## config.mk

```make
export PLATFORM = sky130hd
export DESIGN_NAME = pipeline_ctrl
export DESIGN_NICKNAME = d
export VERILOG_FILES = /design/src/rtl/pipeline_ctrl.sv
export SDC_FILE = /design/constraint.sdc
export NUM_CORES = 1
export LEC_CHECK = 0
export CORE_MARGIN = 1.5
export CORE_UTILIZATION = 40
export CTS_BUF_LIST = sky130_fd_sc_hd__clkbuf_2
export DETAILED_ROUTE_END_ITERATION = 7
export HOLD_SLACK_MARGIN = 0.12
export PLACE_DENSITY = 0.77
export SLEW_MARGIN = 0
export SYNTH_ARGS = -nofsm -noshare
export SYNTH_HDL_FRONTEND = slang
export SYNTH_SLANG_ARGS = --single-unit
```

## constraint.sdc

```tcl
create_clock -name clk -period 2.1 [get_ports clk]
set_input_delay 0.42 -clock clk [delete_from_list [all_inputs] [get_ports clk]]
set_output_delay 0.42 -clock clk [all_outputs]
set_load 0.005 [all_outputs]
```

## src/rtl/pipeline_ctrl.sv

```systemverilog
// pipeline_ctrl: stall/flush sequencer for the 5-stage RV32I pipeline.
//
// Combines the hazard detector's stall request, the EX branch redirect and the
// instruction/data memory readiness into per-stage controls. Also keeps
// saturating stall/flush performance counters and a sticky watchdog flag that
// trips when a data hazard persists for MAX_STALL consecutive cycles.
//
// Ports:
//   clk, reset_n     pipeline clock (rising edge), async active-low reset
//   hazard_stall     data hazard present
//   branch_taken     EX resolved a taken branch/jump this cycle
//   imem_ready       instruction memory delivers a valid word this cycle
//   dmem_busy        MEM-stage data access not yet complete
//   pc_write_en      PC update enable
//   if_id_write_en   IF/ID load enable
//   if_id_flush      load NOP into IF/ID (meaningful with if_id_write_en)
//   id_ex_bubble     load control-zero into ID/EX
//   ex_mem_hold      hold EX/MEM and MEM/WB
//   state            FSM state: RUN=0, HAZ=1, MEM=2, FLUSH=3
//   stall_cycles     cycles with pc_write_en=0 (saturating)
//   flush_count      accepted branch redirects (saturating)
//   stall_timeout    sticky watchdog flag
module pipeline_ctrl #(
  parameter int unsigned CNT_W     = 32,
  parameter int unsigned MAX_STALL = 15
) (
  input  logic             clk,
  input  logic             reset_n,
  input  logic             hazard_stall,
  input  logic             branch_taken,
  input  logic             imem_ready,
  input  logic             dmem_busy,
  output logic             pc_write_en,
  output logic             if_id_write_en,
  output logic             if_id_flush,
  output logic             id_ex_bubble,
  output logic             ex_mem_hold,
  output logic [1:0]       state,
  output logic [CNT_W-1:0] stall_cycles,
  output logic [CNT_W-1:0] flush_count,
  output logic             stall_timeout
);

  localparam int unsigned HazW = $clog2(MAX_STALL + 1);
  localparam logic [HazW-1:0] HazMax = HazW'(MAX_STALL);

  typedef enum logic [1:0] {
    StRun   = 2'd0,
    StHaz   = 2'd1,
    StMem   = 2'd2,
    StFlush = 2'd3
  } state_e;

  state_e           state_q, state_d;
  logic [CNT_W-1:0] stall_cycles_q, stall_cycles_d;
  logic [CNT_W-1:0] flush_count_q, flush_count_d;
  logic [HazW-1:0]  haz_run_q, haz_run_d;
  logic             stall_timeout_q, stall_timeout_d;

  // Which decode case won this cycle; drives the counters.
  logic             redirect;
  logic             haz_win;

  // State and counter registers.
  always_ff @(posedge clk or negedge reset_n) begin
    if (!reset_n) begin
      state_q         <= StRun;
      stall_cycles_q  <= '0;
      flush_count_q   <= '0;
      haz_run_q       <= '0;
      stall_timeout_q <= 1'b0;
    end else begin
      state_q         <= state_d;
      stall_cycles_q  <= stall_cycles_d;
      flush_count_q   <= flush_count_d;
      haz_run_q       <= haz_run_d;
      stall_timeout_q <= stall_timeout_d;
    end
  end

  // Next state. RUN/HAZ/MEM decode identically; they only record the cause.
  always_comb begin
    state_d = StRun;
    if (dmem_busy) begin
      state_d = (state_q == StFlush) ? StFlush : StMem;
    end else if (state_q == StFlush) begin
      state_d = StRun;
    end else if (branch_taken) begin
      state_d = StFlush;
    end else if (hazard_stall) begin
      state_d = StHaz;
    end else begin
      state_d = StRun;
    end
  end

  // Stage controls, zero-latency from state and inputs; all low in reset.
  always_comb begin
    pc_write_en    = 1'b0;
    if_id_write_en = 1'b0;
    if_id_flush    = 1'b0;
    id_ex_bubble   = 1'b0;
    ex_mem_hold    = 1'b0;
    redirect       = 1'b0;
    haz_win        = 1'b0;
    if (reset_n) begin
      if (dmem_busy) begin
        ex_mem_hold = 1'b1;
      end else if (state_q == StFlush) begin
        // Squash the wrong-path word that arrives one cycle after a redirect.
        if_id_write_en = 1'b1;
        if_id_flush    = 1'b1;
        id_ex_bubble   = 1'b1;
        pc_write_en    = imem_ready;
      end else if (branch_taken) begin
        pc_write_en    = 1'b1;
        if_id_write_en = 1'b1;
        if_id_flush    = 1'b1;
        id_ex_bubble   = 1'b1;
        redirect       = 1'b1;
      end else if (hazard_stall) begin
        id_ex_bubble = 1'b1;
        haz_win      = 1'b1;
      end else if (!imem_ready) begin
        if_id_write_en = 1'b1;
        if_id_flush    = 1'b1;
      end else begin
        pc_write_en    = 1'b1;
        if_id_write_en = 1'b1;
      end
    end
  end

  // Saturating counters and watchdog.
  always_comb begin
    stall_cycles_d = stall_cycles_q;
    if (!pc_write_en && (stall_cycles_q != '1)) begin
      stall_cycles_d = stall_cycles_q + CNT_W'(1);
    end
    flush_count_d = flush_count_q;
    if (redirect && (flush_count_q != '1)) begin
      flush_count_d = flush_count_q + CNT_W'(1);
    end
    haz_run_d = '0;
    if (haz_win) begin
      haz_run_d = (haz_run_q == HazMax) ? haz_run_q : haz_run_q + HazW'(1);
    end
    stall_timeout_d = stall_timeout_q | (haz_run_d == HazMax);
  end

  assign state         = state_q;
  assign stall_cycles  = stall_cycles_q;
  assign flush_count   = flush_count_q;
  assign stall_timeout = stall_timeout_q;

endmodule

```

# Yosys cells after proc, flatten, opt, wreduce, memory -nomap -nowiden
# Cells that the tools add are included.
# Widths: inputs -> output; s select.
# op_classes
multipliers	0
add_sub_neg	3
n_eq_ne	5
n_bitwise	1
shift	0
reduce_logical	3
mux	39
n_lt_le_gt_ge	0
div	0
# op_table
cell	n
$add 32x1->32 const B	2
$ne 32x32->1 const B	2
$mux 1	34
$eq 4x4->1 const B	2
$mux 4	2
$mux 2	3
$add 4x1->4 const B	1
$eq 2x2->1 const B	1
$logic_and 1x1->1	2
$logic_not 1->1	1
$or 1x1->1	1
# word_totals
mem_bits_rw	0
regBits	71
inputBits	6
n_memories	0
romBits	0
latchBits	0

# Depth between registers and ports, before layout
# Gate-level depths: netlist of run 1.
# depth
ltp_word	8
mapped_depth	6
ltp_nobuf	6

# Worst setup path before layout of run 1
# Ideal clock, no wire load.
# synth_path
path_kind	register to register
start	reg state_q[0], in the netlist state[0]
end	reg stall_cycles_q[28], in the netlist stall_cycles[28]
arrival_ns	1.773
setup_slack_ns	0.248
path_buffers	1
stages_incl_launch_ff	7
t_required_ns	2.021
path_cell_list	dfrtp_1 > a21boi_0 > o22ai_2 > or4b_1 > buf_6 > nor4_4 > xor2_1
# synth_via
elab_chain_len	6
# synth_rtl
element	line_no	text
start: declaration	54	state_e state_q, state_d;
start signal: assignment	67	state_q <= StRun;
start signal: assignment	73	state_q <= state_d;
$eq 2x2->1	109	end else if (state_q == StFlush) begin
$mux 1	109	
$mux 1	107	if (dmem_busy) begin
$mux 1	106	if (reset_n) begin
net pc_write_en	33	output logic pc_write_en,
$logic_not 1->1	137	if (!pc_write_en && (stall_cycles_q != '1)) begin
$logic_and 1x1->1	137	
end signal: assignment	74	stall_cycles_q <= stall_cycles_d;
end: declaration	55	logic [CNT_W-1:0] stall_cycles_q, stall_cycles_d;
# The timed path passes the listed nets, and every way through them passes these cells.
# A chain may end at the register's enable or synchronous reset.

# Worst setup path in the final report of run 1
# layout_path
start	in reset_n
end	out ex_mem_hold
# layout_via
elab_chain_len	1
# layout_rtl
element	line_no	text
start: declaration	28	input logic reset_n,
$mux 1	106	
end: declaration	37	output logic ex_mem_hold,
# No other way between the ends.

==> results of run 1 <==
[power breakdown]
group	internal, mW	switching (mW)	total, mW
clock network	0.387	0.480	0.867
logic	0.414	0.272	0.687
registers	1.49	0.169	1.66
total	2.29	0.921	3.22
[synth_stat cells (2+ instances only)]
| library cell | instances |
|---|---|
| mux2i_1 | 2 |
| mux2_2 | 2 |
| xnor2_1 | 42 |
| o21ai_0 | 2 |
| and4_1 | 4 |
| and3_1 | 10 |
| clkbuf_1 | 2 |
| xor2_1 | 18 |
| a21boi_0 | 2 |
| ha_1 | 3 |
| nor2_1 | 20 |
| nand2_1 | 17 |
| a31oi_1 | 3 |
| dfrtp_1 | 71 |
| inv_1 | 10 |
| nand4_1 | 21 |
| nand3b_1 | 2 |
| nor3_1 | 13 |
| nor4_1 | 7 |
| nor3_2 | 3 |
| a21oi_1 | 7 |
| nand3_1 | 37 |
| nand2b_1 | 4 |
| and2_1 | 6 |
[sequential cells by signal, indices dropped and copies added (netlist names)]
register and flops:
flush_count 32, haz_run_q 4, stall_cycles 32, stall_timeout 1, state 2
[critical path, cell delays in order]
cell and delay [ns]:
buf_2 0.11, dlygate4sd3_1 0.55, buf_4 0.15, and2_1 0.15, dlygate4sd2_1 0.27
[stage by stage]
stage          util [%]  setup WS (ns)
3_3_place_gp       55.5         -0.448
5_1_grt            58.2       -0.00704
2_1_floorplan         -          0.248
4_1_cts            57.4        0.00156
6_report           58.2         0.0303
3_5_place_dp       55.5         -0.461
[layout make-up]
cell class,instances,area share [%]
Sequential cell,71,36.7
Multi-Input combinational cell,244,35.2
Timing Repair Buffer,116,21.9
Tap cell,105,2.71
Clock inverter,7,1.80
Clock buffer,9,0.928
Inverter,10,0.773
[final timing paths]
check                                               endpoint  slack, ns  depth (start not counted)
worst max-delay path                             ex_mem_hold       0.03                          5
max in group asynchronous       stall_cycles[27]$_DFFE_PN0P_       0.33                          5
worst min register to register       stall_timeout$_DFF_PN0_       0.50                          1
min in group asynchronous             haz_run_q[3]$_DFF_PN0_       0.63                          4
worst max register to register  stall_cycles[28]$_DFFE_PN0P_       0.14                          6
worst min-delay path                      state[1]$_DFF_PN0_       0.32                          3
[routing by layer]
layer | wire length, um | share of wire (%) | GRT usage [%] | vias up
met2 | 4080 | 49 | 30.2 | 89
met1 | 3620 | 43 | 23.4 | 1448
met5 | 0 | 0 | 0 | -
met4 | 67 | 0.80 | 3.57 | 0
li1 | - | - | - | 1416
met3 | 614 | 7.3 | 7.51 | 8
[kinds of logic (layout without fill, tap and decap cells)]
family	count (synthesis)	count (layout)	share of synthesized area, %
AOI/OAI and AO/OA	23	23	5.10
xor gates and xnor gates	60	60	15.0
adders and majority gates	3	3	1.07
buffers and inverters	14	142	1.75
DFF	71	71	50.6
muxes	4	4	1.21
and+or+nand+nor	154	154	25.3
[repair_timing]
item                                   4_1_cts  5_1_grt
pin swaps                                    2        3
resized for setup                           15       20
endpoints found under the hold margin       32        0
buffers inserted                             0        4
setup endpoints to repair                    5       16
hold buffers                                 2        0
==> qor.yml, run 1 <==
boundaryPins: 78
fmaxAchievable_mhz: 483
dp_cells: 540
min_period_over_period_pct: 98.6
antenna_cells: 0
seqCellArea_um2: 1780
final_cell_mix: "clkdlybuf4s50_1, dfrtp_1, xnor2_1"
clock-sinks: 71
grt_pass1_vias: 2987
syn_nets: 338
die_w_um: 96.7
fin_skew_ns: 0.0230
hpwl_mm: 6.12
antenna_found_initial: 0
path_clk_slew_ns: 0.19
max_cap_viol_count: 0
die_y_um: 96.7
tns_ns: 0
power.total_mw: 3.22
drc: 0
hp-start: "dmem_busy"
finalHoldViolations: 0
rows: 33
grt_overflow: 0
area_delta_synth_final_pct: 38.4
drt-pass1-iter-count: 4
initialDrtViolationCount: 105
cp_max_fo: 4
cts.path.max_buffers: 2
async_reset_ff_share_pct: 100
yosys.area.top_type: "dfrtp_1"
fin_nets: 461
rsz0062_at_grt: "yes"
syn-cell-area_um2: 3510
holdWs_ns: 0.320
crit_type: "input pin to output port"
crit_start: "reset_n"
yosysSeqAreaShare_pct: 50.6
grt_pass1_wl_mm: 14.3
fill_cells: 716
grt_start_max_net_pins: 38
regToRegStartpoint: "stall_cycles[12]$_DFFE_PN0P_"
slew_viol_final: 0
drt-total-wl_mm: 8.38
synth-edff-count: 0
tightest_slew_ns: 0.480
numCtsBuffers: 9
worst_setup_path_start_kind: "input pin"
postSynthCellCount: 329
worstPathRequired_ns: 1.68
portBuffers: 77
power_density_nw_per_um2: 662
insertion_delay_ns: 0.49
period_minus_slack_ns: 2.07
avgSynthCellArea_um2: 10.7
status: "finished, final reports clean"
power_leakage_nw: 2.17
ys_ff_latch: 71
h-tree-depth: 3
post_route_cells_drive_above_1_share_pct: 18.4
crit_path_end_kind: "output port"
synth_ff_type: "dfrtp_1"
via_count: 2961
setup_violations: 0
start_util_pct: 42.1
gp_congestion: 0.847
fin_cells: 562
design_area_um2: 4860
via_per_inst: 5.27
grt_use_total_pct: 18.5
cts_tree: "built"
post_drt_wl_per_cell_um: 14.9
cp.arrival_ns: 1.65
antenna_left: 0
core_region_area_um2: 8340
netlist.area_leader.share_pct: 50.6
holdCritPathClass: "input pin to register"
synth_warnings: 0
ys_types: 45
root_buffer: "clkbuf_2"
layout_commonest_cell: "clkdlybuf4s50_1"
slew-limit-headroom_pct: 68.0
dieArea_um2: 9350
dpl_cell_area_um2: 4630
multi_input_area_um2: 1710
synth_area_leaders: "dfrtp_1, xnor2_1, nand3_1"
vdd_ir_drop_max_mv: 0.585
(Power assumes the default switching activity.)
==> run 2, diff against run 1 <==
--- a/config.mk
+++ b/config.mk
@@ -5,12 +5,13 @@
 export SDC_FILE = /design/constraint.sdc
 export NUM_CORES = 1
 export LEC_CHECK = 0
+export ABC_AREA = 1
 export CORE_MARGIN = 1.5
 export CORE_UTILIZATION = 40
 export CTS_BUF_LIST = sky130_fd_sc_hd__clkbuf_2
 export DETAILED_ROUTE_END_ITERATION = 7
 export HOLD_SLACK_MARGIN = 0.12
-export PLACE_DENSITY = 0.77
+export PLACE_DENSITY = 0.74
 export SLEW_MARGIN = 0
 export SYNTH_ARGS = -nofsm -noshare
 export SYNTH_HDL_FRONTEND = slang
==> qor.yml, run 2 <==
pwr-share-seq_pct: 49.7
grt_overflow: 0
combinationalPowerShare_pct: 22.1
regToRegSetupSlack_ns: 0.33
numCtsBuffers: 9
h-tree-depth: 3
power_leakage_nw: 2.83
cp_max_fo: 2
tightest_slew_ns: 0.932
post_route_cells_drive_above_1_share_pct: 14.3
grt_pass1_wl_mm: 20.7
post_drt_wl_per_cell_um: 12.3
root_buffer: "clkbuf_2"
crit_top_cell: "clkdlybuf4s50_1"
hp-start: "reset_n"
slew-limit-headroom_pct: 37.9
cp_cell_sequence: "clkdlybuf4s50_1, buf_4, nand2_1, inv_1, clkdlybuf4s50_1"
crit_type: "input pin to output port"
cts.path.max_buffers: 2
p_sw_share_pct: 30.0
netlist.area_leader.share_pct: 37.1
rows: 39
design_area_um2: 6120
grt_pass1_vias: 4280
timing.critical_path.buf_inv: 4
synth_common_cells: "nand2_1, nor2_1, dfrtp_1"
crit_path_end_kind: "output port"
power_density_nw_per_um2: 522
yosysSeqAreaShare_pct: 37.1
whs_endpoint: "haz_run_q[2]$_DFF_PN0_"
rsz0062_at_grt: "yes"
syn-cell-area_um2: 4790
p_switching_mw: 0.958
synth-xor-area-share_pct: 5.12
ys_types: 29
hpwl_mm: 9.12
holdPathStages: 5
antenna_left: 0
fin_skew_ns: 0.0326
violations: "design-rule violations"
pwr-share-clk_pct: 28.2
via_per_inst: 4.80
fin_nets: 862
status: "complete, but fails checks"
drc: 16
avgSynthCellArea_um2: 6.44
ys_ff_latch: 71
rr_worst_depth: 11
syn_nets: 753
dpl_cell_area_um2: 5790
postSynthCellCount: 744
dieArea_um2: 12600
synth_fa_ha_area_share_pct: 0.783
synth_ff_type: "dfrtp_1"
dp_cells: 969
finalHoldViolations: 0
worst_setup_path_start_kind: "input pin"
die_y_um: 112
clock-sinks: 71
async_reset_ff_share_pct: 100
worstPathRequired_ns: 1.68
synth_compound_area_share_pct: 1.80
vdd_ir_drop_max_mv: 0.366
grt_start_max_net_pins: 72
die_w_um: 112
synthSimpleGateAreaFrac_pct: 47.4
path_clk_slew_ns: 0.18
synth_top_family_by_area: "simple AND/OR/NAND/NOR gates"
start_util_pct: 41.4
boundaryPins: 78
cp.arrival_ns: 1.62
slew_viol_final: 0
synth-edff-count: 0
synth_warnings: 0
initialDrtViolationCount: 289
final_cell_mix: "nand2_1, nor2_1, clkdlybuf4s50_1"
p_int_mw: 2.24
setup_violations: 0
holdCritPathClass: "input pin to register"
critical-path-top-delay-family: "buffers and inverters"
portBuffers: 77
layout_commonest_cell: "nand2_1"
core_region_area_um2: 11600
drt-pass1-iter-count: 8
fmaxAchievable_mhz: 491
regToRegStartpoint: "flush_count[1]$_DFFE_PN0P_"
min_period_over_period_pct: 96.9
cts_tree: "built"
period_minus_slack_ns: 2.04
muxShareOfSynthArea_pct: 0
area_delta_synth_final_pct: 27.8
drt-total-wl_mm: 12.3
max_cap_viol_count: 0
slowest_stage: "clkdlybuf4s50_1"
synth_area_leaders: "dfrtp_1, nand2_1, nor2_1"
via_count: 4814
antenna_found_initial: 2
r2r_end: "flush_count[10]$_DFFE_PN0P_"
yosysMostFrequentCell: "nand2_1"
grt_use_total_pct: 20.4
gp_congestion: 0.918
yosys.area.top_type: "dfrtp_1"
fin_cells: 1003
insertion_delay_ns: 0.57
slowest_delay_ns: 0.49
run 2: cell count changes after synthesis, moves of 5 or more:
cell     delta
nand2_1   +352
nor2_1     +78
inv_1      +56
xnor2_1    -29
nor3_1     -12
and3_1     -10
nand4_1     -8
nor2_2      +7
nor4_1      -7
and2_1      -6
buf_6       +6
nand2_4     +5
run 2: metal layers:
layer | vias to the layer above | global-route usage (%) | routed length (um)
li1 | 2489 | - | -
met4 | 0 | 5.99 | 226
met1 | 2204 | 27.5 | 5830
met3 | 15 | 6.53 | 751
met2 | 106 | 31.7 | 5530
met5 | - | 0 | 0
run 2: worst max-delay path by stage:
stage,startpoint,endpoint,slack (ns),cells after the start
after floorplan,flush_count[0]$_DFFE_PN0P_,flush_count[31]$_DFFE_PN0P_,0.48,11
after global placement,branch_taken,if_id_flush,-0.21,6
after detailed placement,branch_taken,if_id_flush,-0.18,6
after CTS,state[1]$_DFF_PN0_,if_id_flush,-0.10,6
after global routing,state[0]$_DFF_PN0_,pc_write_en,-0.04,7
final,dmem_busy,ex_mem_hold,0.06,5
run 2: cell type report:
type,instances,area (um2)
antenna,2,5.00
tap,143,179
clock inverter,5,72.6
multi-input combinational,591,2680
inverter,71,269
fill,1120,5440
sequential,71,1820
clock buffer,11,55.1
timing repair buffer,109,1040
run 2: worst min-delay path: stages:
cell	delay (ns)
buf_4	0.13
nand2_1	0.15
inv_1	0.09
nand2_1	0.14
nor2_1	0.06
run 2: what timing repair did:
item	in CTS	in global routing
gates resized for setup	22	41
pin swaps	1	3
cloned	0	0
hold buffers	1	0
hold endpoints to repair	62	0
buffers inserted	4	11
endpoints found under the setup margin	13	37
run 2: logic make-up after synthesis:
| group | Yosys count |
|---|---|
| and+or+nand+nor | 544 |
| buffers and inverters | 82 |
| DFF | 71 |
| xor gates and xnor gates | 28 |
| AOI/OAI and AO/OA | 16 |
| adders and majority gates | 3 |
run 2: power groups by stage:
stage          combinational, mW  clock [mW]  sequential, mW
2_1_floorplan              0.312           0            1.61
3_3_place_gp               0.608           0            1.62
4_1_cts                    0.634       0.937            1.60
5_1_grt                    0.785       0.998            1.61
3_5_place_dp               0.621           0            1.62
6_report                   0.706       0.901            1.59
run 2: metrics by stage:
step / setup TNS (ns) / util [%] / hold WS (ns) / setup WS [ns] / power (mW)
3_5_place_dp: -0.597 / 50.1 / 0.457 / -0.185 / 2.24
5_1_grt: -0.105 / 52.9 / 0.416 / -0.0420 / 3.39
4_1_cts: -0.140 / 51.7 / 0.385 / -0.102 / 3.17
3_3_place_gp: -0.637 / 50.1 / 0.450 / -0.207 / 2.23
2_1_floorplan: 0 / - / 0.124 / 0.479 / 1.92
6_report: 0 / 53.0 / 0.445 / 0.0643 / 3.20
==> run 3, diff against run 2 <==
--- a/config.mk
+++ b/config.mk
@@ -12,7 +12,7 @@
 export DETAILED_ROUTE_END_ITERATION = 7
 export HOLD_SLACK_MARGIN = 0.12
 export PLACE_DENSITY = 0.74
-export SLEW_MARGIN = 0
+export SLEW_MARGIN = 5
 export SYNTH_ARGS = -nofsm -noshare
 export SYNTH_HDL_FRONTEND = slang
 export SYNTH_SLANG_ARGS = --single-unit
==> results of run 3 <==
Same layout as run 2: the final DEF is identical, and so are final timing and power.
